### config.mk
export PLATFORM = sky130hd
export DESIGN_NAME = font_row_reader
export DESIGN_NICKNAME = d
export VERILOG_FILES = /design/src/rtl/font_row_reader.sv
export SDC_FILE = /design/constraint.sdc
export NUM_CORES = 1
export LEC_CHECK = 0
export CAP_MARGIN = 20
export CORE_MARGIN = 2
export CORE_UTILIZATION = 48
export CTS_CLUSTER_DIAMETER = 100
export DETAILED_ROUTE_END_ITERATION = 10
export DONT_BUFFER_PORTS = 1
export PLACE_DENSITY = 0.67
export SLEW_MARGIN = 20
export SYNTH_ARGS = -nofsm -noshare
export SYNTH_HDL_FRONTEND = slang
export SYNTH_SLANG_ARGS = --single-unit
### constraint.sdc
create_clock -name px_clk -period 1.74 [get_ports px_clk]
set_input_delay 0.348 -clock px_clk [delete_from_list [all_inputs] [get_ports px_clk]]
set_output_delay 0.348 -clock px_clk [all_outputs]
set_load 0.01 [all_outputs]
### src/rtl/font_row_reader.sv
// rtl/font_row_reader.sv - glyph fetch engine packing serial font ROM bits into row bytes
module font_row_reader #(
    parameter int ROM_LAT = 1,
    parameter int GLYPH_H = 8
) (
    input  logic       px_clk,
    input  logic       resetn,
    input  logic       req_valid,
    output logic       req_ready,
    input  logic [7:0] req_char,
    output logic [9:0] font_pos_x,
    output logic [9:0] font_pos_y,
    output logic [7:0] font_char,
    input  logic       font_data,
    output logic       row_valid,
    input  logic       row_ready,
    output logic [7:0] row_data,
    output logic [2:0] row_idx,
    output logic       row_last,
    output logic       busy
);

    typedef enum logic [1:0] {
        S_IDLE = 2'd0,
        S_SCAN = 2'd1,
        S_OUT  = 2'd2
    } state_t;

    state_t             state_q, state_d;
    logic [7:0]         char_q, char_d;
    logic [2:0]         row_q, row_d;
    logic [2:0]         issue_q, issue_d;
    logic               iss_done_q, iss_done_d;
    logic [2:0]         cap_q, cap_d;
    logic [ROM_LAT-1:0] pipe_q, pipe_d;
    logic [7:0]         data_q, data_d;
    logic               issue_v;

    // State and datapath registers; reset discards any partial glyph.
    always_ff @(posedge px_clk or negedge resetn) begin
        if (!resetn) begin
            state_q    <= S_IDLE;
            char_q     <= '0;
            row_q      <= '0;
            issue_q    <= '0;
            iss_done_q <= 1'b0;
            cap_q      <= '0;
            pipe_q     <= '0;
            data_q     <= '0;
        end else begin
            state_q    <= state_d;
            char_q     <= char_d;
            row_q      <= row_d;
            issue_q    <= issue_d;
            iss_done_q <= iss_done_d;
            cap_q      <= cap_d;
            pipe_q     <= pipe_d;
            data_q     <= data_d;
        end
    end

    // Next-state logic: address issue, latency-matched capture and row handshake.
    always_comb begin
        state_d    = state_q;
        char_d     = char_q;
        row_d      = row_q;
        issue_d    = issue_q;
        iss_done_d = iss_done_q;
        cap_d      = cap_q;
        data_d     = data_q;
        issue_v    = 1'b0;
        pipe_d     = pipe_q << 1;

        case (state_q)
            S_IDLE: begin
                if (req_valid) begin
                    state_d    = S_SCAN;
                    char_d     = req_char;
                    row_d      = '0;
                    issue_d    = '0;
                    iss_done_d = 1'b0;
                    cap_d      = '0;
                    pipe_d     = '0;
                end
            end
            S_SCAN: begin
                // Each issued address launches a token that emerges when its bit arrives.
                issue_v = !iss_done_q;
                if (issue_v) begin
                    if (issue_q == 3'd7) begin
                        iss_done_d = 1'b1;
                    end else begin
                        issue_d = issue_q + 3'd1;
                    end
                end
                pipe_d = (pipe_q << 1) | ROM_LAT'(issue_v);
                if (pipe_q[ROM_LAT-1]) begin
                    data_d[3'd7 - cap_q] = font_data;
                    cap_d                = cap_q + 3'd1;
                    if (cap_q == 3'd7) begin
                        state_d = S_OUT;
                    end
                end
            end
            S_OUT: begin
                if (row_ready) begin
                    if (row_q == 3'(GLYPH_H - 1)) begin
                        state_d = S_IDLE;
                    end else begin
                        state_d    = S_SCAN;
                        row_d      = row_q + 3'd1;
                        issue_d    = '0;
                        iss_done_d = 1'b0;
                        cap_d      = '0;
                        pipe_d     = '0;
                    end
                end
            end
            default: begin
                state_d = S_IDLE;
            end
        endcase
    end

    assign req_ready  = (state_q == S_IDLE);
    assign busy       = (state_q != S_IDLE);
    assign row_valid  = (state_q == S_OUT);
    assign row_last   = (state_q == S_OUT) && (row_q == 3'(GLYPH_H - 1));
    assign row_data   = data_q;
    assign row_idx    = row_q;
    assign font_char  = char_q;
    assign font_pos_x = {7'd0, issue_q};
    assign font_pos_y = {7'd0, row_q};

endmodule

Yosys cells after proc, flatten, opt, wreduce, memory -nomap -nowiden
Index checks and enable logic that the tools add are counted.

$add $sub $neg: 4. Magnitude comparators: 2. Eq/ne operators: 12. Mux-type cells: 27. Reductions and logical operators: 14.

Operators with widths (number): 3-bit two-way mux (8); 3-bit case mux with 3 select lines (2); 2-bit != test, second input constant (6); 4-bit AND reduction (3); 3-bit by 1-bit adder with 3-bit output, second input constant (3); 3-bit equality test, second input constant (3); 8-bit bitwise mux (1); 1-bit two-way mux (8); 2-bit two-way mux (4); 2-bit case mux with 3 select lines (1); 3-bit case mux with 2 select lines (1); 6-bit AND reduction (1); 5-bit AND reduction (1); 3-bit by 4-bit less-than comparator with 1-bit output, second input constant (1); 2-bit AND reduction (2); 2-bit nonzero test (2); 1-bit demux with 3-bit select (1); 3-bit by 1-bit greater-or-equal comparator with 1-bit output, second input constant (1); 1-bit case mux with 3 select lines (1); 3-bit nonzero test (1); 3-bit subtractor, first input constant (1); 2-bit by 1-bit equality test with 1-bit output, second input constant (1); 2-bit equality test, second input constant (1); 1-bit logical AND (2); 3 further kinds (3).

Bits in registers: 29. Input port bits: 13. Output and inout bits: 43.

Logic depth before layout (Yosys ltp)
Depth after elaboration: 6. Gate-level depth with buffers: 5. Gate-level depth less buffers: 5.

Worst setup path after synthesis
OpenSTA, ideal clock, no wires.

Path type: register to register. Start: reg row_q[0], in the netlist row_idx[0]. End: reg cap_q[0]. Setup time: 121 ps. Arrival: 1471 ps. Data required time: 1619 ps. Slack: 148 ps. Stages on the path, launching flop included: 6. Buffers on the path: 0. Period minus slack after synthesis: 1592 ps. Cells stage by stage: dfrtp_1 -> ha_1 -> ha_1 -> nand4bb_1 -> o2bb2ai_1 -> a22o_1.

Cells in the longest elaborated chain, start to end: 3.

RTL lines: start, declared (RTL line 31) `logic [2:0] row_q, row_d;`; start signal, assigned (RTL line 53) `row_q <= row_d;`; 3-bit equality test (RTL line 107) `if (row_q == 3'(GLYPH_H - 1)) begin`; 2-bit != test (no source line); 5-bit AND reduction (no source line); end signal, assigned (RTL line 56) `cap_q <= cap_d;`; end, declared (RTL line 34) `logic [2:0] cap_q, cap_d;`.

No other way between the ends. A chain may end at the register's enable or synchronous reset.

Worst setup path after layout
Start: reg row_q[0], in the netlist row_idx[0]. End: out row_last.

Cells in the longest elaborated chain, start to end: 2.

RTL lines: 3-bit equality test (RTL line 128) `assign row_last = (state_q == S_OUT) && (row_q == 3'(GLYPH_H - 1));`; 1-bit logical AND (RTL line 128); end, declared (RTL line 19) `output logic row_last,`.

No other way between the ends.

==> metrics.csv <==
stage,metric,value,unit
sta,Max Freq,601,MHz
critical_path,WS Path Type,flip-flop to output port,
sta,fin crit share,95.7,%
outcome,status,completed,
sta,RSZ-0062 raised after global routing,no,
final_layout,Final Cell Area,1690,um^2
grt,vias in the first global route,915,
clocking,number of CTS-inserted buffers,5,
clocking,Worst-path clk slew,0.09,ns
critical_path,critical path required time,1.39,ns
clocking,Skew-Pair Late Insertion Delay,0.33,ns
synthesis,"Async S/R FF share, synth",100,%
grt,initial antenna violation count,0,
sta,clk_skew,0.00425,ns
place,PortBufs,0,
grt,GRT Util Overall,14.7,%
die,Initial Utilization,49.0,%
final_layout,Layout Area Growth over Synthesis,5.13,%
clocking,CTS sink cnt,29,
synthesis,top_reg_cell synth,dfrtp_1,
grt,largest net degree at the start of global routing,30,
place,placed cells,177,
sta,"Hold Vio Cnt, Final",0,
drt,drt pass-1 iters,4,
drt,overall routed net length,2600,um
critical_path,CP endpoint kind,output port,
drt,via/cell ratio,5.14,
die,Die H,61.9,um
sta,Pins Over Slew Limit,0,
synthesis,Synth top cells by count,"dfrtp_1 (29), buf_4 (18)",
synthesis,synthesized area per cell,11.8,um^2
clocking,post-CTS setup buffers,0,
critical_path,Crit path max-delay family,adder cells,
sta,# setup viols final,0,
sta,final worst path period need,1.66,ns
power,Cell Pwr Density,976,nW/um^2
die,CORE AREA,3280,um^2
critical_path,Worst path max stage delay,0.39,ns
synthesis,Ys Warns,0,
drt,WL per Instance,13.9,um
die,die width,61.9,um
final_layout,layout cells sized above 1,21.3,%
clocking,clk buf depth,2,
drt,1st-iter DRT viols,21,
critical_path,Crit-path slowest cell,dfrtp_1,
critical_path,Worst Setup Start Kind,flip-flop,
die,Rows,21,
synthesis,Synth cell types,40,
min_path,HP Class,input port to flip-flop,
drt,Final ANT Viol Nets,0,
synthesis,Post-synth EDFFs,0,
synthesis,post-synth top area share,45.1,%
drt,via count,962,
critical_path,CP dominant cell by count,ha_1,
critical_path,crit-path cells,ha_1 -> ha_1 -> and2_1,
synthesis,Mapped Cells,136,
clocking,TritonCTS clock tree,built,
critical_path,"Buf+Inv Stages, Crit Path",0,
grt,global-route wire length before repair,3960,um
synthesis,largest area contributor in the netlist,dfrtp_1,
die,DIE AREA,3830,um^2
final_layout,final cell count without fillers,187,
final_layout,layout net count,159,
critical_path,Crit Path Max Fanout,4,
drt,DRC Markers,0,
synthesis,top-count cell post-synth,dfrtp_1,
critical_path,crit path DAT,1.32,ns
die,Boundary Pins,56,
clocking,htree depth,2,
place,post-detailed-placement half-perimeter wirelength,1840,um
grt,remaining global-route overflow,0,
power,P_leak,0.000794,uW
synthesis,Yosys reg bits,29,
clocking,CTS root buf,clkbuf_4,
final_layout,ANT cells,0,
synthesis,register area share after synthesis,45.1,%
synthesis,Post-Syn Area,1610,um^2
flow_run,max cap viols,0,
place,GPL Wtd Cong,0.718,
place,placed cell areas,1580,um^2
power,VDD IR-drop max,454,uV
sta,Fin Setup TNS,0,ns
synthesis,synth top area cells,"dfrtp_1 (45%), buf_4 (8.4%), mux2_4 (7.5%)",
==> state kept, by name, summed over array words and instances (netlist names) <==
register and count:
font_char 8, pipe_q 1, row_idx 3, cap_q 3, state_q 2, row_data 8, issue_q 3, iss_done_q 1
==> logic make-up (layout without fill, tap and decap cells) <==
| kind of cell | count (synthesis) | after routing | synth area share (%) |
|---|---|---|---|
| flip-flops | 29 | 29 | 45.1 |
| adder cells (fa/ha/maj) | 6 | 6 | 4.67 |
| buffers and inverters | 31 | 23 | 12.9 |
| AO/OA/AOI/OAI | 20 | 20 | 8.71 |
| AND/OR/NAND/NOR | 32 | 32 | 14.7 |
| other | 1 | 14 | 0.233 |
| multiplexers | 17 | 17 | 13.7 |
==> layout make-up <==
cell class / count / area (um^2)
fillers: 292 / 1590
flip-flops and latches: 29 / 727
multi-input cells: 89 / 724
repair buffers: 7 / 67.6
well taps: 46 / 57.6
clock buffers: 7 / 55.1
clock inverters: 1 / 30.0
inverters: 8 / 30.0
==> worst register-to-register path, delay by kind of cell (launching register included) <==
family / cells / cell delay, ns
compound gates: 2 / 0.45
flops: 1 / 0.39
simple gates: 1 / 0.24
fa+ha+maj: 2 / 0.42
==> metal layers <==
layer	up-vias	GRT usage [%]	routed length, um
li1	454	-	-
met2	41	23.8	1230
met3	2	7.87	225
met5	-	0	0
met4	0	7.29	32
met1	465	15.7	1120
==> worst paths after layout <==
path                               end  slack [ns]  cells past startpoint       start
max reg2reg                   cap_q[0]        0.14                      5  row_idx[0]
min                        row_data[0]        0.15                      1   font_data
min in group asynchronous   row_idx[2]        0.47                      2      resetn
max                           row_last        0.08                      3  row_idx[0]
max in group asynchronous   state_q[1]        1.10                      2      resetn
min reg2reg                     pipe_q        0.51                      1  iss_done_q
==> layout by cell type, fill, tap and decap left out, types with 2 or more instances in the layout <==
master,instances
dfrtp_1,28
conb_1,14
inv_1,8
nand2_1,8
mux2_1,8
mux2_4,8
o21ai_0,6
ha_1,6
clkbuf_4,5
buf_4,5
nor2_1,4
nor4_2,2
o21bai_1,2
a2bb2oi_1,2
a22o_1,2
a22oi_1,2
nor2b_1,2
a32o_1,2
nand4_1,2
==> through the flow <==
step	power [uW]	worst slack [ns]	utilization, %	hold slack, ns
after floorplan	1060	0.148	-	0.0524
after global placement	1060	0.192	48.0	0.0532
after detailed placement	1080	0.137	48.0	0.0531
after CTS	1680	0.0495	51.5	0.132
after global routing	1760	0.00649	51.5	0.131
final	1650	0.0754	51.5	0.149
==> power breakdown <==
group	internal, uW	switching [uW]
sequential	758	126
clock	343	228
combinational	104	92.0
==> repair_timing <==
item | CTS | global route
endpoints found under the setup margin | 2 | 0
gates resized for setup | 1 | 0
hold buffers | 2 | 0
hold endpoints to repair | 29 | 0
Power figures use the tool's default switching activity.
==> RTL change: new RTL, config.mk and constraints unchanged <==
Set the parameter `ROM_LAT` to 2 (it was 1).
--- a/src/rtl/font_row_reader.sv
+++ b/src/rtl/font_row_reader.sv
@@ -2,3 +2,3 @@
 module font_row_reader #(
-    parameter int ROM_LAT = 1,
+    parameter int ROM_LAT = 2,
     parameter int GLYPH_H = 8
Formal check against the unedited RTL: not equivalent (Yosys sat finds a counterexample within 4 cycles, from zero or initial values and one cycle with resetn low).
==> RTL change against the unedited design <==
Cell count is 2.7% lower. Wire length is 0.61% higher. Power is 8.2% lower. Sequential cell count is 1 higher. Synthesized cell count is 4.4% lower. Die area is 3.9% lower. Cell area is 3.3% lower. Synthesized area is 4.2% lower. Global-route usage is 1.1 points higher. Worst setup slack better by 0.015 ns. First-iteration DRC count is 43% lower. Maximum frequency is 0.93% higher.
==> RTL change: results (changes against the unedited design) <==
[final_layout]
drive_above_1_share_pct=29.71  ; +8.4 points
final.fill_count=270  ; -7.5%
final_nets=156  ; -1.9%
finalNonFillerCells=182  ; -2.7%

[cts]
cts_max_path_buffers=2  ; unchanged
cts-resized-gates=2  ; +1
clk_transition_reported_paths_ns=0.09  ; about the same
number_of_levels_in_the_clock_h_tree=2  ; unchanged

[synthesis]
postSynth.asyncResetShare_pct=100.0  ; unchanged
seq_area_frac_synth_pct=48.70  ; +3.6 points
number_of_warnings_issued_by_yosys=0  ; unchanged
synth.lib_cells_used.distinct=34  ; -15%
synth_top_cells_by_count=dfrtp_1, mux2_2, buf_4
synth.area.top_cells=dfrtp_1, mux2_2, buf_4
synthesis.instances=130  ; -4.4%

[run_status]
outcome=finished clean

[critical_path]
timing.critical_path.max_delay_family=flip-flops
data_arrival_time_of_the_worst_path_ns=1.30  ; -0.02 ns
critical_path.max_fanout=4  ; unchanged

[power]
ir_worst_vdd_uv=623.8  ; +37%
leakagePower_uw=0.0007829  ; -1.4%

[detailed_routing]
vias_per_cell=5.165  ; +0.40%
routed_wire_length_um=2619  ; +0.61%
detailedRoute.firstIterationViolations=12  ; -43%
drt-pass1-iter-count=4  ; unchanged

[placement]
finalWeightedCongestion=0.7545  ; +5.1%
place_hpwl_um=1877  ; +1.7%
numPlacedInstances=171  ; -3.4%

[global_routing]
global_route_wire_length_before_repair_um=4043  ; +2.1%
grt_busiest_layer=met2
global_route.usage.met1_pct=16.76  ; +1.1 points
met2_layer_usage_reported_by_global_route_pct=24.88  ; +1.1 points
gr-usage-all-layers_pct=15.76  ; +1.1 points
grt_max_degree=31  ; +3.3%
first_global_vias=950  ; +3.8%
global_route.usage.met3_pct=8.102  ; +0.23 points

[timing]
clock_skew_ns=0.003325  ; -0.0009228 ns

[worst_hold_path]
worstHoldPathType=in2reg

RTL change: final cells by class:
type                       count  area share [%]
sequential                    30           46.06
tap                           44           3.366
clock buffer                   7           3.366
timing repair buffer           9           5.050
clock inverter                 1          0.3060
multi-input combinational     85           40.47
inverter                       6           1.377
RTL change: kinds of logic after synthesis:
kind of cell | after synthesis | synth area share (%)
other | 1 | 0.2433
AO/OA/AOI/OAI | 15 | 7.225
flip-flops | 30 | 48.70
adder cells (fa/ha/maj) | 6 | 4.870
multiplexers | 18 | 13.15
buffers and inverters | 28 | 11.93
AND/OR/NAND/NOR | 32 | 13.88
RTL change: metrics by stage:
step	cell area (um2)	worst slack (ns)
2_1_floorplan	1590	0.1433
3_3_place_gp	1529	0.1781
3_5_place_dp	1529	0.1364
4_1_cts	1622	0.06419
5_1_grt	1635	0.005024
6_report	1635	0.09064
RTL change: layer usage:
| metal | vias up | wire (um) |
|---|---|---|
| met5 | - | 0 |
| met3 | 6 | 240 |
| met1 | 453 | 1011 |
| met2 | 44 | 1303 |
| li1 | 437 | - |
| met4 | 0 | 63 |
RTL change: power breakdown:
part           switching, uW  leakage, uW  internal, uW  total (uW)
clock network            226    0.0000353           195         421
registers                127     0.000378           785         912
logic                   91.1     0.000370          90.4         181
total                    444     0.000783          1070        1520
RTL change: path summary, 6_finish.rpt:
path,endpoint,start,depth (start not counted),slack (ns)
worst max register to register,row_idx[0],row_idx[0],5,0.11
worst min register to register,pipe_q[1],pipe_q[0],1,0.47
min in group asynchronous,state_q[1],resetn,2,0.45
worst min-delay path,row_data[7],font_data,1,0.17
max in group asynchronous,state_q[0],resetn,2,1.12
worst max-delay path,row_last,row_idx[0],3,0.09
